[src/rtl/cordic_arbiter_pkg.sv]
// ---------------------------------------------------------------------------
// cordic_arbiter_pkg
// Purpose : shared constants for the CORDIC request arbiter. Defines the
//           operation word layout (func bit plus x/y/z fields) and a helper
//           that sizes requester tags.
// Ports   : none (package).
// ---------------------------------------------------------------------------
package cordic_arbiter_pkg;

    localparam int DATA_WIDTH  = 16;
    localparam int TOTAL_WIDTH = 3 * DATA_WIDTH + 1;    // 49
    localparam int FUNC_BIT    = 3 * DATA_WIDTH;        // bit 48
    localparam int X_LSB       = 2 * DATA_WIDTH;        // [47:32]
    localparam int Y_LSB       = DATA_WIDTH;            // [31:16]
    localparam int Z_LSB       = 0;                     // [15:0]

    // Tag width for n requesters; never narrower than one bit.
    function automatic int id_width(input int n);
        return (n <= 2) ? 1 : $clog2(n);
    endfunction

endpackage

[src/rtl/cordic_rr_arbiter.sv]
// ---------------------------------------------------------------------------
// cordic_rr_arbiter
// Purpose : purely combinational round-robin pick. Searches i_req starting
//           at i_ptr and wrapping, and returns the first hit.
// Ports   : i_req  - request vector (already qualified by the caller)
//           i_ptr  - index that has highest priority this cycle
//           o_gnt  - one-hot grant, all zero when nothing requests
//           o_idx  - binary index of the grant (0 when o_any is low)
//           o_any  - a grant was made
// ---------------------------------------------------------------------------
module cordic_rr_arbiter #(
    parameter int NUM_REQ  = 4,
    parameter int ID_WIDTH = 2
) (
    input  logic [NUM_REQ-1:0]  i_req,
    input  logic [ID_WIDTH-1:0] i_ptr,
    output logic [NUM_REQ-1:0]  o_gnt,
    output logic [ID_WIDTH-1:0] o_idx,
    output logic                o_any
);

    always_comb begin
        int j;
        j     = 0;
        o_gnt = '0;
        o_idx = '0;
        o_any = 1'b0;
        for (int i = 0; i < NUM_REQ; i++) begin
            // Rotate the search origin to i_ptr; i_ptr is always < NUM_REQ,
            // so one subtraction is enough to wrap.
            j = int'(i_ptr) + i;
            if (j >= NUM_REQ) j = j - NUM_REQ;
            if (!o_any && i_req[j]) begin
                o_any    = 1'b1;
                o_gnt[j] = 1'b1;
                o_idx    = ID_WIDTH'(j);
            end
        end
    end

endmodule

[src/rtl/cordic_arbiter.sv]
// ---------------------------------------------------------------------------
// cordic_arbiter
// Purpose : shares one fixed-latency CORDIC core between NUM_REQ requesters.
//           Round-robin grant among requesters that are valid and below their
//           in-flight limit, one issue per cycle, requester tags carried in a
//           delay line matched to the core so results return to their owner.
// Ports   : i_clk, i_rst             - clock, async active-high reset
//           i_req_vld / i_req_data    - per-requester op (slice k = req k)
//           o_req_rdy                 - one-hot grant (transfer on vld&rdy)
//           o_core_vld / o_core_data  - registered issue to the core
//           i_core_vld / i_core_data  - core result
//           o_rsp_vld / o_rsp_data    - one-hot registered response
//           o_err                     - sticky tag/result mismatch
// ---------------------------------------------------------------------------
module cordic_arbiter
    import cordic_arbiter_pkg::*;
#(
    parameter int NUM_REQ         = 4,
    parameter int TOTAL_WIDTH     = cordic_arbiter_pkg::TOTAL_WIDTH,
    parameter int CORE_LATENCY    = 5,
    parameter int MAX_OUTSTANDING = 2,
    parameter int ID_WIDTH        = id_width(NUM_REQ)
) (
    input  logic                           i_clk,
    input  logic                           i_rst,
    input  logic [NUM_REQ-1:0]             i_req_vld,
    input  logic [NUM_REQ*TOTAL_WIDTH-1:0] i_req_data,
    output logic [NUM_REQ-1:0]             o_req_rdy,
    output logic                           o_core_vld,
    output logic [TOTAL_WIDTH-1:0]         o_core_data,
    input  logic                           i_core_vld,
    input  logic [TOTAL_WIDTH-1:0]         i_core_data,
    output logic [NUM_REQ-1:0]             o_rsp_vld,
    output logic [TOTAL_WIDTH-1:0]         o_rsp_data,
    output logic                           o_err
);

    localparam int CW = $clog2(MAX_OUTSTANDING + 1);

    logic [NUM_REQ-1:0][CW-1:0]         r_cnt;
    logic [ID_WIDTH-1:0]                r_ptr;
    // Stage 0 is written at accept; stage CORE_LATENCY lines up with
    // i_core_vld for the op that was presented on o_core_vld.
    logic [CORE_LATENCY:0]              r_tag_vld;
    logic [CORE_LATENCY:0][ID_WIDTH-1:0] r_tag_id;

    logic [NUM_REQ-1:0]  w_elig;
    logic [NUM_REQ-1:0]  w_gnt;
    logic [ID_WIDTH-1:0] w_idx;
    logic                w_acc;
    logic                w_head_vld;
    logic [ID_WIDTH-1:0] w_head_id;

    // A count at the limit blocks even if a release lands this cycle; the
    // freed credit is only visible after the counter updates.
    always_comb begin
        for (int k = 0; k < NUM_REQ; k++)
            w_elig[k] = i_req_vld[k] && (r_cnt[k] < CW'(MAX_OUTSTANDING));
    end

    cordic_rr_arbiter #(
        .NUM_REQ  (NUM_REQ),
        .ID_WIDTH (ID_WIDTH)
    ) u_rr (
        .i_req (w_elig),
        .i_ptr (r_ptr),
        .o_gnt (w_gnt),
        .o_idx (w_idx),
        .o_any (w_acc)
    );

    assign o_req_rdy  = w_gnt;
    assign w_head_vld = r_tag_vld[CORE_LATENCY];
    assign w_head_id  = r_tag_id[CORE_LATENCY];

    // Issue stage, pointer and tag delay line.
    always_ff @(posedge i_clk or posedge i_rst) begin
        if (i_rst) begin
            r_ptr       <= '0;
            o_core_vld  <= 1'b0;
            o_core_data <= '0;
            r_tag_vld   <= '0;
            r_tag_id    <= '0;
        end else begin
            o_core_vld <= w_acc;
            r_tag_vld  <= {r_tag_vld[CORE_LATENCY-1:0], w_acc};
            r_tag_id   <= {r_tag_id[CORE_LATENCY-1:0], w_idx};
            if (w_acc) begin
                o_core_data <= i_req_data[w_idx*TOTAL_WIDTH +: TOTAL_WIDTH];
                r_ptr       <= (w_idx == ID_WIDTH'(NUM_REQ - 1)) ? '0 : w_idx + 1'b1;
            end
        end
    end

    // Credits: +1 on accept, -1 when the valid head retires (matched result
    // or not, so a lost result cannot wedge the requester).
    for (genvar k = 0; k < NUM_REQ; k++) begin : g_cnt
        logic w_inc, w_dec;
        assign w_inc = w_acc && (w_idx == ID_WIDTH'(k));
        assign w_dec = w_head_vld && (w_head_id == ID_WIDTH'(k));

        always_ff @(posedge i_clk or posedge i_rst) begin
            if (i_rst)               r_cnt[k] <= '0;
            else if (w_inc && !w_dec) r_cnt[k] <= r_cnt[k] + 1'b1;
            else if (w_dec && !w_inc) r_cnt[k] <= r_cnt[k] - 1'b1;
        end
    end

    // Response routing and mismatch detection.
    always_ff @(posedge i_clk or posedge i_rst) begin
        if (i_rst) begin
            o_rsp_vld  <= '0;
            o_rsp_data <= '0;
            o_err      <= 1'b0;
        end else begin
            o_rsp_vld <= '0;
            if (i_core_vld && w_head_vld) begin
                o_rsp_vld[w_head_id] <= 1'b1;
                o_rsp_data           <= i_core_data;
            end else if (i_core_vld != w_head_vld) begin
                o_err <= 1'b1;
            end
        end
    end

endmodule

[config.mk]
export PLATFORM = sky130hd
export DESIGN_NAME = cordic_arbiter
export DESIGN_NICKNAME = d
export VERILOG_FILES = /design/src/rtl/cordic_arbiter_pkg.sv /design/src/rtl/cordic_rr_arbiter.sv /design/src/rtl/cordic_arbiter.sv
export SDC_FILE = /design/constraint.sdc
export NUM_CORES = 1
export LEC_CHECK = 0
export BUFFER_PORTS_ARGS = -buffer_cell sky130_fd_sc_hd__buf_2
export CAP_MARGIN = 20
export CELL_PAD_IN_SITES_DETAIL_PLACEMENT = 1
export CELL_PAD_IN_SITES_GLOBAL_PLACEMENT = 2
export CORE_AREA = 3 3 163 165
export DETAILED_ROUTE_END_ITERATION = 8
export DIE_AREA = 0 0 166 168
export PLACE_DENSITY = 0.88
export SYNTH_ARGS = -nofsm -noshare
export SYNTH_HDL_FRONTEND = slang
export SYNTH_SLANG_ARGS = --single-unit
[constraint.sdc]
create_clock -name i_clk -period 5.3 [get_ports i_clk]
set_input_delay 0.265 -clock i_clk [delete_from_list [all_inputs] [get_ports i_clk]]
set_output_delay 0.265 -clock i_clk [all_outputs]
set_load 0.05 [all_outputs]
* Word level (Yosys, flattened, before mapping)
Cells that the tools add are included.
Word-level totals: word-level logic and storage cells 159, bits in registers 132, output and inout port bits 108, bits of input ports 252
Operators by class: add/sub/neg operators 16, multiply operators 1, order comparisons 18, eq/ne operators 7, shift-type cells 1, bitwise operators 4, mux-type cells 48, reductions and logical operators 47
Operator list (number):
- 196-bit by 9-bit variable part select with 49-bit output | 1
- 32-bit by 1-bit greater-or-equal comparator with 1-bit output, second input constant | 4
- 32-bit by 4-bit < comparator with 1-bit output, second input constant | 4
- 32-bit 2-to-1 mux | 4
- 32-bit by 4-bit greater-or-equal comparator with 1-bit output, second input constant | 3
- 32-bit by 4-bit subtractor with 32-bit output, second input constant | 3
- 1-bit logical AND | 29
- 2-bit 2-to-1 mux | 13
- 4-bit 2-to-1 mux | 5
- 1-bit 2-to-1 mux | 17
- 4-bit OR | 3
- 1-bit logical NOT | 11
- 2-bit by 1-bit adder with 2-bit output, second input constant | 5
- 1-bit demux with 2-bit select | 5
- 1-bit binary-select mux with 2-bit select | 4
- 2-bit equality test, second input constant | 4
- 2-bit < comparator, second input constant | 4
- 2-bit by 6-bit multiplier with 8-bit output, second input constant | 1
- 2-bit nonzero test | 4
- 2-bit by 1-bit subtractor with 2-bit output, second input constant | 4
- 2-bit by 2-bit adder with 3-bit output, second input constant | 2
- 2-bit by 1-bit equality test with 1-bit output, second input constant | 2
- 2-bit logical NOT | 2
- 2-bit by 3-bit subtractor with 4-bit output, second input constant | 1
- other kinds (7) | 7

* Longest topological paths before layout
Gate-level depths: netlist of run 1.
depth in word-level cells 21, gate-level depth with buffers 13, mapped depth without buffers 12

* Modules after synthesis
A second synthesis of run 1 with hierarchy kept.
Unflattened totals: cell total of the unflattened synthesis 508, area total of the unflattened synthesis 7011.7 µm²
Modules (own cells, without submodules):
- cordic_arbiter | sequential area each 3278.1 µm², cells an instance 460, times used 1, area an instance 6552.5 µm²
- cordic_rr_arbiter | sequential area each 0.0 µm², cells an instance 48, times used 1, area an instance 459.2 µm²

* Worst setup path before layout of run 1
No wires, ideal clock.
path type reg2reg, start point register r_ptr[1], end point register r_cnt[1] (netlist bit), arrival time 2.842 ns, required time 5.221 ns, slack 2.379 ns, library setup time 0.079 ns, cell stages (with the launch flop) 11, period minus slack after synthesis 2.921 ns, cell sequence dfrtp_1 inv_1 ha_1 nor3b_1 nor3_1 o31ai_1 clkbuf_1 nor2_1 ha_1 nor2_1 xor2_1
Between the ends: longest elaborated chain between the ends 20, elaborated cells on any way between the ends 48, classes of those cells add/sub: 7; order compare: 4; mux: 25; reduce/logical: 12
Ends and longest elaborated chain:
- start: declaration | line cordic_arbiter.sv:41 | logic [ID_WIDTH-1:0] r_ptr;
- start signal: assignment | line cordic_arbiter.sv:90 | r_ptr <= (w_idx == ID_WIDTH'(NUM_REQ - 1)) ? '0 : w_idx + 1'b1;
- parallel branches: the longest is 16 deep, another holds 32-bit by 4-bit subtractor with 32-bit output
- 1-bit logical AND * | line cordic_arbiter.sv:99 | assign w_inc = w_acc && (w_idx == ID_WIDTH'(k));
- 1-bit logical NOT | line cordic_arbiter.sv:105 | else if (w_dec && !w_inc) r_cnt[k] <= r_cnt[k] - 1'b1;
- 1-bit logical AND | line cordic_arbiter.sv:105
- 2-bit nonzero test (no source line)
- end signal: indexed assignment | line cordic_arbiter.sv:104 | else if (w_inc && !w_dec) r_cnt[k] <= r_cnt[k] + 1'b1;
- end signal: indexed assignment | line cordic_arbiter.sv:105
- end: declaration | line cordic_arbiter.sv:40 | logic [NUM_REQ-1:0][CW-1:0] r_cnt;
Mark *: on every way between the ends. The select of a mux whose other input is x is not followed. A chain may end at the register's enable or synchronous reset.

* Worst setup path in the final report of run 1
start point register r_ptr[0], end point register o_core_data[44]
Between the ends: longest elaborated chain between the ends 17, elaborated cells on any way between the ends 43, classes of those cells add/sub: 7; mul: 1; order compare: 4; shift: 1; mux: 24; reduce/logical: 6
Ends and longest elaborated chain:
- parallel branches: the longest is 17 deep, another holds 32-bit by 4-bit subtractor with 32-bit output
- end signal: assignment | line cordic_arbiter.sv:89 | o_core_data <= i_req_data[w_idx*TOTAL_WIDTH +: TOTAL_WIDTH];
- end: declaration | line cordic_arbiter.sv:30 | output logic [TOTAL_WIDTH-1:0] o_core_data,
Several ways; the timed one is not identified. The select of a mux whose other input is x is not followed.

==> results of run 1 <==
[worst paths after layout]
check | start | endpoint | cells after the start
setup / recovery | r_ptr[0] | o_core_data[44] | 11
hold / removal | i_rst | o_rsp_data[42] | 2
max in group asynchronous | i_rst | o_core_data[16] | 3
hold reg to reg | r_tag_id[1] | r_tag_id[3] | 0
setup reg to reg | r_ptr[0] | o_core_data[44] | 11
min in group i_clk | i_core_data[6] | o_rsp_data[6] | 2
[cell usage in the layout (no fill, tap or decap), types with 8 or more instances in the layout]
cell type / synthesis / routed
buf_2: 9 / 359
dfrtp_1: 131 / 131
nand3_1: 71 / 71
mux2_2: 49 / 49
mux2i_1: 49 / 49
a211oi_1: 33 / 33
o2111ai_1: 33 / 33
o21a_1: 33 / 33
nor2_1: 27 / 27
and2_1: 18 / 18
clkbuf_16: 0 / 17
ha_1: 13 / 12
nand2_1: 12 / 11
xor2_1: 8 / 8
buf_4: 1 / 8
[cell type report]
cell class                      instances  area share
Clock buffer                           17      0.0460
Clock inverter                         15      0.0175
Inverter                                4     0.00216
Multi-Input combinational cell        389       0.332
Sequential cell                       131       0.354
Tap cell                              330      0.0446
Timing Repair Buffer                  368       0.203
[per-layer routing]
layer,part of all wire,wire length [um],vias up
met4,0.012,259,2
met3,0.079,1730,16
met5,0.00064,14,-
met2,0.48,10500,257
met1,0.43,9520,2823
li1,-,-,2812
[metrics by stage]
| stage | worst slack, ns | hold WS, ns | power [mW] | utilization | cells |
|---|---|---|---|---|---|
| floorplan | 1.54 | 0.331 | 5.67 | - | 571 |
| global placement | 1.62 | 0.332 | 6.69 | 0.343 | 1221 |
| detailed placement | 1.46 | 0.336 | 6.81 | 0.344 | 1222 |
| CTS | 1.44 | 0.00679 | 8.03 | 0.367 | 1254 |
| global route | 1.03 | 0.0283 | 8.44 | 0.367 | 1254 |
| finish | 1.49 | -0.0202 | 7.89 | 0.367 | 1254 |
[sequential cells by signal, indices dropped and copies added, names as in the netlist]
register and flops:
o_core_data 49, o_err 1, o_rsp_data 49, o_rsp_vld 4, r_cnt 8, r_ptr 2
r_tag_id 10, r_tag_vld 6, w_head_id 2
[power by group through the flow]
stage,clock (mW),sequential (mW),combinational (mW)
2_1_floorplan,0,3.17,2.50
3_3_place_gp,0,1.80,4.89
3_5_place_dp,0,1.83,4.98
4_1_cts,1.24,1.81,4.98
5_1_grt,1.28,1.88,5.28
6_report,1.18,1.80,4.90
[kinds of logic after synthesis]
group	Yosys count	share of synthesized area
XOR/XNOR	12	0.0160
buffers and inverters	51	0.0383
AND/OR/NAND/NOR	153	0.120
multiplexers	100	0.165
adder cells (fa/ha/maj)	13	0.0248
AO/OA/AOI/OAI	111	0.136
flip-flops	131	0.499
==> results.yml, run 1 <==
floorplanning:
  core_area_um2: 25200
  num_rows: 58
  die_y_um: 168
  die_w_um: 166
  start_util: 0.261
  fp.dieArea_um2: 27900
  io_pins: 360
clock_tree:
  ctsRootBufferMaster: "clkbuf_16"
  postCtsSetupBuffers: 0
  cts.sinks: 131
  cts_tree: "built"
  cts_hold_buf: 0
  clock_latency_ns: 0.42
  cts_buffer_depth: 2
  h-tree-depth: 4
  cts_buffers: 17
  post_cts_resized: 0
  path_clk_slew_ns: 0.06
layout:
  syn2layout_area_growth_pct: 40.8
  stdcell_area_um2: 9250
  seq_area_um2: 3280
  nFillCells: 2917
  fin_nets: 1176
  drive_gt1_frac: 0.501
  n_antenna_cell: 0
  multi_input_area_um2: 3070
synth:
  synth_top_area_frac: 0.499
  synth.avg_cell_area_um2: 11.5
  syn_area_um2: 6570
  synthCells: 571
  async_flop_share: 1.00
  ys_warn_count: 0
  yosysSeqAreaShare: 0.499
  ys.flop_type: "dfrtp_1"
  synth_common_cells: "dfrtp_1, nand3_1, mux2_2, mux2i_1"
  synth-edff-count: 0
  ys_ff_latch: 131
  synth_top_area_cell: "dfrtp_1"
  synth_area_leaders: "dfrtp_1, mux2_2, mux2i_1"
  synth_cell_types: 43
  synth_nets: 836
  yosysMostFrequentCell: "dfrtp_1"
timing:
  tightest_slew_ns: 0.994
  timing.final.crit_share: 0.718
  drv_slew: 0
  maxSlewHeadroom: 0.337
  hold_ws_ns: -0.0202
  hold_violations: 38
  max_freq_ghz: 0.263
  tns_ns: 0
  finalCriticalPeriod_ns: 3.81
  skew_ns: 0.0126
  finalSetupViolCount: 0
  rsz0062_at_grt: "false"
critical_path:
  critPathBufInv: 3
  worstSetupPathType: "register to register"
  cpLargestDelayFamily: "buffers and inverters"
  worstSetupStartpointType: "register"
  crit_path_max_fanout: 32
  reg2reg_slack_ns: 1.49
  slowest_stage: "dfrtp_1"
  end_kind: "register"
  crit_path_max_incr_delay_ns: 0.66
  cp.required_ns: 5.64
  cp_cell_sequence: "inv_1 -> ha_1 -> or3_1 -> a211oi_1 -> o21ai_0 -> o2bb2ai_4 -> inv_2 -> buf_4 -> nand3_1 -> o2111ai_1 -> o21a_1"
  worstPathArrival_ns: 4.15
global_route:
  groute.usage.overall: 0.155
  met1_usage: 0.194
  met3_usage: 0.0500
  grt_max_degree: 92
  grt_pass1_wl_um: 34700
  gr-max-usage-layer: "met2"
  antenna_found_initial: 1
  met2_usage: 0.259
  grt_pass1_vias: 6215
  overflow: 0
run_status:
  violations: "negative hold slack"
  outcome: "complete, but fails checks"
power:
  pwr-share-seq: 0.229
  clockPowerShare: 0.150
  ir_drop_v: 0.000441
  pwr-share-comb: 0.621
  switchingPower_mw: 4.15
  p_leak_nw: 4.41
  p_int_mw: 3.74
  power_density_nw_per_um2: 854
  switching_share: 0.526
place:
  routabilityCongestion: 0.809
  placed_cell_area_um2: 8660
  dp_hpwl_um: 16300
  io_buffers: 359
job:
  cap_violations: 0
route:
  routed_wl_um: 22000
  first_pass_iters: 4
  drc_errors: 0
  ant_nets: 0
  via_count: 5910
  drt_iter0_markers: 307
  via_per_inst: 4.71
  wl_per_cell_um: 17.5
min_path:
  hold_class: "input pin to asynchronous set/reset pin"
Power figures use the tool's default switching activity.
==> run 2, diff against run 1 <==
- CORE_AREA: 3 3 163 165 -> 3 3 170 172
- DIE_AREA: 0 0 166 168 -> 0 0 173 175
- PLACE_DENSITY: 0.88 -> 0.86
- clock period: 5.3 -> 3.2 ns (I/O delays scaled with it)
==> results.yml, run 2 (same netlist as run 1, synthesis figures left out) <==
power:
  power.total_mw: 13.4
  power_density_nw_per_um2: 1350
  ir_drop_v: 0.000459
  p_leak_nw: 4.66
place:
  placed_cell_area_um2: 8840
  dp_hpwl_um: 16900
  routabilityCongestion: 0.754
  io_buffers: 359
timing:
  maxSlewHeadroom: 0.433
  finalSetupViolCount: 0
  hold_ws_ns: 0.0376
  tns_ns: 0
  hold_violations: 0
  drv_slew: 0
  tightest_slew_ns: 0.848
  max_freq_ghz: 0.323
  rsz0062_at_grt: "true"
  skew_ns: 0.0155
  finalCriticalPeriod_ns: 3.09
  timing.final.crit_share: 0.967
floorplanning:
  fp.dieArea_um2: 30300
  core_area_um2: 27600
  die_w_um: 173
  start_util: 0.238
  io_pins: 360
  die_y_um: 175
  num_rows: 61
critical_path:
  end_kind: "register"
  cpLargestDelayFamily: "simple AND/OR/NAND/NOR gates"
  worstPathArrival_ns: 3.42
  worstSetupPathType: "register to register"
  critPathBufInv: 2
  cp.required_ns: 3.53
  crit_path_max_fanout: 17
  worstSetupStartpointType: "register"
  slowest_stage: "ha_1"
  crit_path_max_incr_delay_ns: 0.44
  cp_cell_sequence: "inv_1 -> ha_1 -> mux4_2 -> nor2b_4 -> nor3b_2 -> o2bb2ai_4 -> clkinv_2 -> and2_1 -> ha_1 -> xor2_1 -> nor2_1 -> xor2_1"
layout:
  final_cell_mix: "buf_2, dfrtp_1, nand3_1"
  nFillCells: 3193
  n_antenna_cell: 0
  drive_gt1_frac: 0.482
  syn2layout_area_growth_pct: 50.8
  fin_nets: 1233
  final_common_cell: "buf_2"
  largestRegisters: "o_core_data x49, o_rsp_data x49, r_tag_id x10"
  stdcell_area_um2: 9910
clock_tree:
  cts_tree: "built"
  ctsRootBufferMaster: "clkbuf_16"
  clock_latency_ns: 0.41
  cts.sinks: 131
  cts_buffers: 17
  postCtsSetupBuffers: 0
  h-tree-depth: 4
  cts_buffer_depth: 2
  path_clk_slew_ns: 0.06
global_route:
  grt_pass1_vias: 6760
  groute.usage.overall: 0.153
  overflow: 0
  grt_pass1_wl_um: 37500
  grt_max_degree: 78
  antenna_found_initial: 0
route:
  ant_nets: 0
  via_count: 6235
  drc_errors: 0
  via_per_inst: 4.59
  drt_iter0_markers: 220
  routed_wl_um: 23600
  wl_per_cell_um: 17.4
  first_pass_iters: 4
run_status:
  outcome: "completed"
job:
  cap_violations: 0
min_path:
  hold_class: "input pin to register"
## run 2: final timing paths
check,cells after the start,start,slack [ns],endpoint
max in group asynchronous,4,i_rst,1.75,o_core_data[35]
min in group asynchronous,3,i_rst,0.49,o_rsp_data[39]
max reg2reg,12,r_ptr[1],0.11,r_cnt[7]
min reg2reg,0,r_tag_vld[3],0.35,r_tag_vld[4]
min,2,i_core_data[27],0.04,o_rsp_data[27]
max,12,r_ptr[1],0.11,r_cnt[7]
## run 2: routing by layer
metal	GRT usage	wire length (um)
met1	0.180	9560
met2	0.274	12200
met3	0.0411	1490
met4	0.0446	369
met5	0	0
## run 2: cell type report
cell class                 count  area, um^2  area share
sequential                   131        3280       0.331
multi-input combinational    389        3080       0.310
timing repair buffer         425        2470       0.250
tap                          378         473      0.0477
clock buffer                  19         453      0.0457
clock inverter                13         134      0.0135
inverter                       4        20.0     0.00202
## run 2: timing repair
action | in CTS | in global routing
endpoints found under the hold margin | 85 | 0
hold buffers | 48 | 0
gates resized for setup | 0 | 3
endpoints found under the setup margin | 0 | 5
## run 2: worst reg2reg max path, delay by kind of cell (launching register included)
kind,cells,cell delay (ns)
buffers and inverters,2,0.39
and+or+nand+nor,4,0.78
muxes,1,0.37
adders and majority gates,2,0.65
xor gates and xnor gates,2,0.29
AOI/OAI and AO/OA,1,0.19
DFF,1,0.35
## run 2: where the power goes
| part | total (mW) | switching [mW] | leakage (nW) | internal [mW] |
|---|---|---|---|---|
| registers | 2.98 | 0.450 | 1.53 | 2.53 |
| logic | 8.50 | 5.69 | 2.85 | 2.81 |
| clock network | 1.94 | 0.753 | 0.285 | 1.19 |
| total | 13.4 | 6.89 | 4.66 | 6.53 |
## run 2: through the flow
stage | setup WS [ns] | util | instances
floorplan | 0.279 | - | 571
global placement | 0.231 | 0.320 | 1279
detailed placement | 0.126 | 0.320 | 1279
CTS | 0.114 | 0.358 | 1359
global route | -0.0869 | 0.359 | 1359
finish | 0.106 | 0.359 | 1359
==> run 3, diff against run 2 <==
- CORE_AREA: 3 3 170 172 -> 3 3 163 165
- DIE_AREA: 0 0 173 175 -> 0 0 166 168
- GPL_TIMING_DRIVEN: not set -> 0
- PLACE_DENSITY: 0.86 -> 0.88
- clock period: 3.2 -> 3.5 ns (I/O delays scaled with it)
==> results.yml, run 3 (same netlist as run 1, synthesis figures left out) <==
run_status:
  outcome: "completed"
floorplanning:
  start_util: 0.261
  io_pins: 360
  fp.dieArea_um2: 27900
  core_area_um2: 25200
  die_w_um: 166
  num_rows: 58
  die_y_um: 168
timing:
  finalCriticalPeriod_ns: 3.22
  skew_ns: 0.0147
  tns_ns: 0
  timing.final.crit_share: 0.921
  drv_slew: 0
  max_freq_ghz: 0.310
  finalSetupViolCount: 0
  maxSlewHeadroom: 0.501
  tightest_slew_ns: 0.748
  hold_violations: 0
route:
  drt_iter0_markers: 240
  drc_errors: 0
  routed_wl_um: 25600
  via_per_inst: 4.76
  via_count: 6431
  ant_nets: 0
  wl_per_cell_um: 18.9
  first_pass_iters: 4
layout:
  final_cell_mix: "buf_2, dfrtp_1, nand3_1"
  syn2layout_area_growth_pct: 52.9
  final_common_cell: "buf_2"
  nFillCells: 2911
  stdcell_area_um2: 10000
  fin_nets: 1273
  n_antenna_cell: 0
  utilization: 0.399
  drive_gt1_frac: 0.475
  largestRegisters: "o_core_data x49, o_rsp_data x49, r_tag_id x10"
power:
  power_density_nw_per_um2: 1260
  ir_drop_v: 0.000461
  pwr-share-comb: 0.643
  p_int_mw: 5.97
  clockPowerShare: 0.141
  switchingPower_mw: 6.69
  pwr-share-seq: 0.215
  p_leak_nw: 4.75
  switching_share: 0.528
place:
  dp_hpwl_um: 19800
  placed_cell_area_um2: 8880
  routabilityCongestion: 0.796
  io_buffers: 359
global_route:
  grt_pass1_wl_um: 39700
  antenna_found_initial: 1
  groute.usage.overall: 0.180
  grt_max_degree: 41
  overflow: 0
  grt_pass1_vias: 7095
critical_path:
  rr_endpoint: "r_cnt[3]"
  r2r_cells: 12
  crit-reg2reg-launch: "r_ptr[0]"
  worstSetupPathType: "register to register"
  reg2reg_slack_ns: 0.28
  crit_path_max_fanout: 10
  cp.required_ns: 3.79
  worstSetupStartpointType: "register"
  end_kind: "register"
  worstPathArrival_ns: 3.52
clock_tree:
  ctsRootBufferMaster: "clkbuf_16"
  cts.sinks: 131
  path_clk_slew_ns: 0.06
  cts_buffers: 17
  cts_buffer_depth: 2
  cts_tree: "built"
  clock_latency_ns: 0.42
  h-tree-depth: 4
min_path:
  hp-start: "i_core_vld"
  hold_path_depth: 3
  hold_class: "input pin to register"
  min_to: "o_err"
job:
  cap_violations: 0
==> run 3: timing repair <==
| action | CTS | global route |
|---|---|---|
| setup buffers | 0 | 5 |
| endpoints found under the hold margin | 65 | 1 |
| endpoints found under the setup margin | 4 | 5 |
| resized for setup | 9 | 4 |
| hold buffers | 49 | 1 |
==> run 3: metal layers <==
metal / track usage / vias to the layer above / routed length [um]
li1: - / 3008 / -
met1: 0.212 / 3126 / 10300
met2: 0.326 / 267 / 13100
met3: 0.0498 / 28 / 1760
met4: 0.0477 / 2 / 484
met5: 0 / - / 10
==> run 3: worst max-delay path, stage by stage (launching register included) <==
cell	delay, ns
dfrtp_2	0.43
clkinvlp_4	0.14
ha_1	0.43
mux4_2	0.38
a311oi_4	0.41
o2bb2ai_2	0.16
buf_6	0.18
buf_6	0.16
nor2_1	0.24
ha_1	0.21
xor2_1	0.16
nor2_1	0.07
xor2_1	0.14
==> run 3: through the flow <==
stage	setup slack (ns)	instances	power, mW	hold WS, ns
floorplan	0.579	571	8.59	0.327
global placement	-0.592	1260	10.7	0.332
detailed placement	-0.270	1264	10.9	0.242
CTS	0.0698	1345	12.8	0.00119
global route	-0.0273	1351	13.5	0.0762
finish	0.277	1351	12.7	0.0853
==> run 3: power groups by stage <==
| stage | Clock [mW] | Sequential, mW | Combinational, mW |
|---|---|---|---|
| 6_report | 1.79 | 2.73 | 8.15 |
| 5_1_grt | 1.93 | 2.83 | 8.77 |
| 4_1_cts | 1.86 | 2.74 | 8.21 |
| 3_5_place_dp | 0 | 2.76 | 8.12 |
| 3_3_place_gp | 0 | 2.70 | 7.98 |
| 2_1_floorplan | 0 | 4.81 | 3.79 |
==> run 3: worst max-delay path by stage <==
stage	cells after the start	to	slack, ns	startpoint
4_1_cts	12	r_cnt[1]	0.07	r_ptr[0]
6_report	12	r_cnt[3]	0.28	r_ptr[0]
5_1_grt	12	r_cnt[1]	-0.03	r_ptr[0]
3_5_place_dp	11	r_cnt[1]	-0.27	r_ptr[1]
3_3_place_gp	10	r_cnt[1]	-0.59	r_ptr[1]
2_1_floorplan	10	r_cnt[1]	0.58	r_ptr[1]
==> run 3: layout make-up <==
type                            instances  area [um^2]  share of cell area
Tap cell                              330          413              0.0411
Clock buffer                           17          425              0.0424
Multi-Input combinational cell        389         3070               0.306
Timing Repair Buffer                  418         2420               0.241
Clock inverter                         15          164              0.0163
Inverter                                4         22.5             0.00224
Sequential cell                       131         3280               0.327
Buffer                                 47          245              0.0244
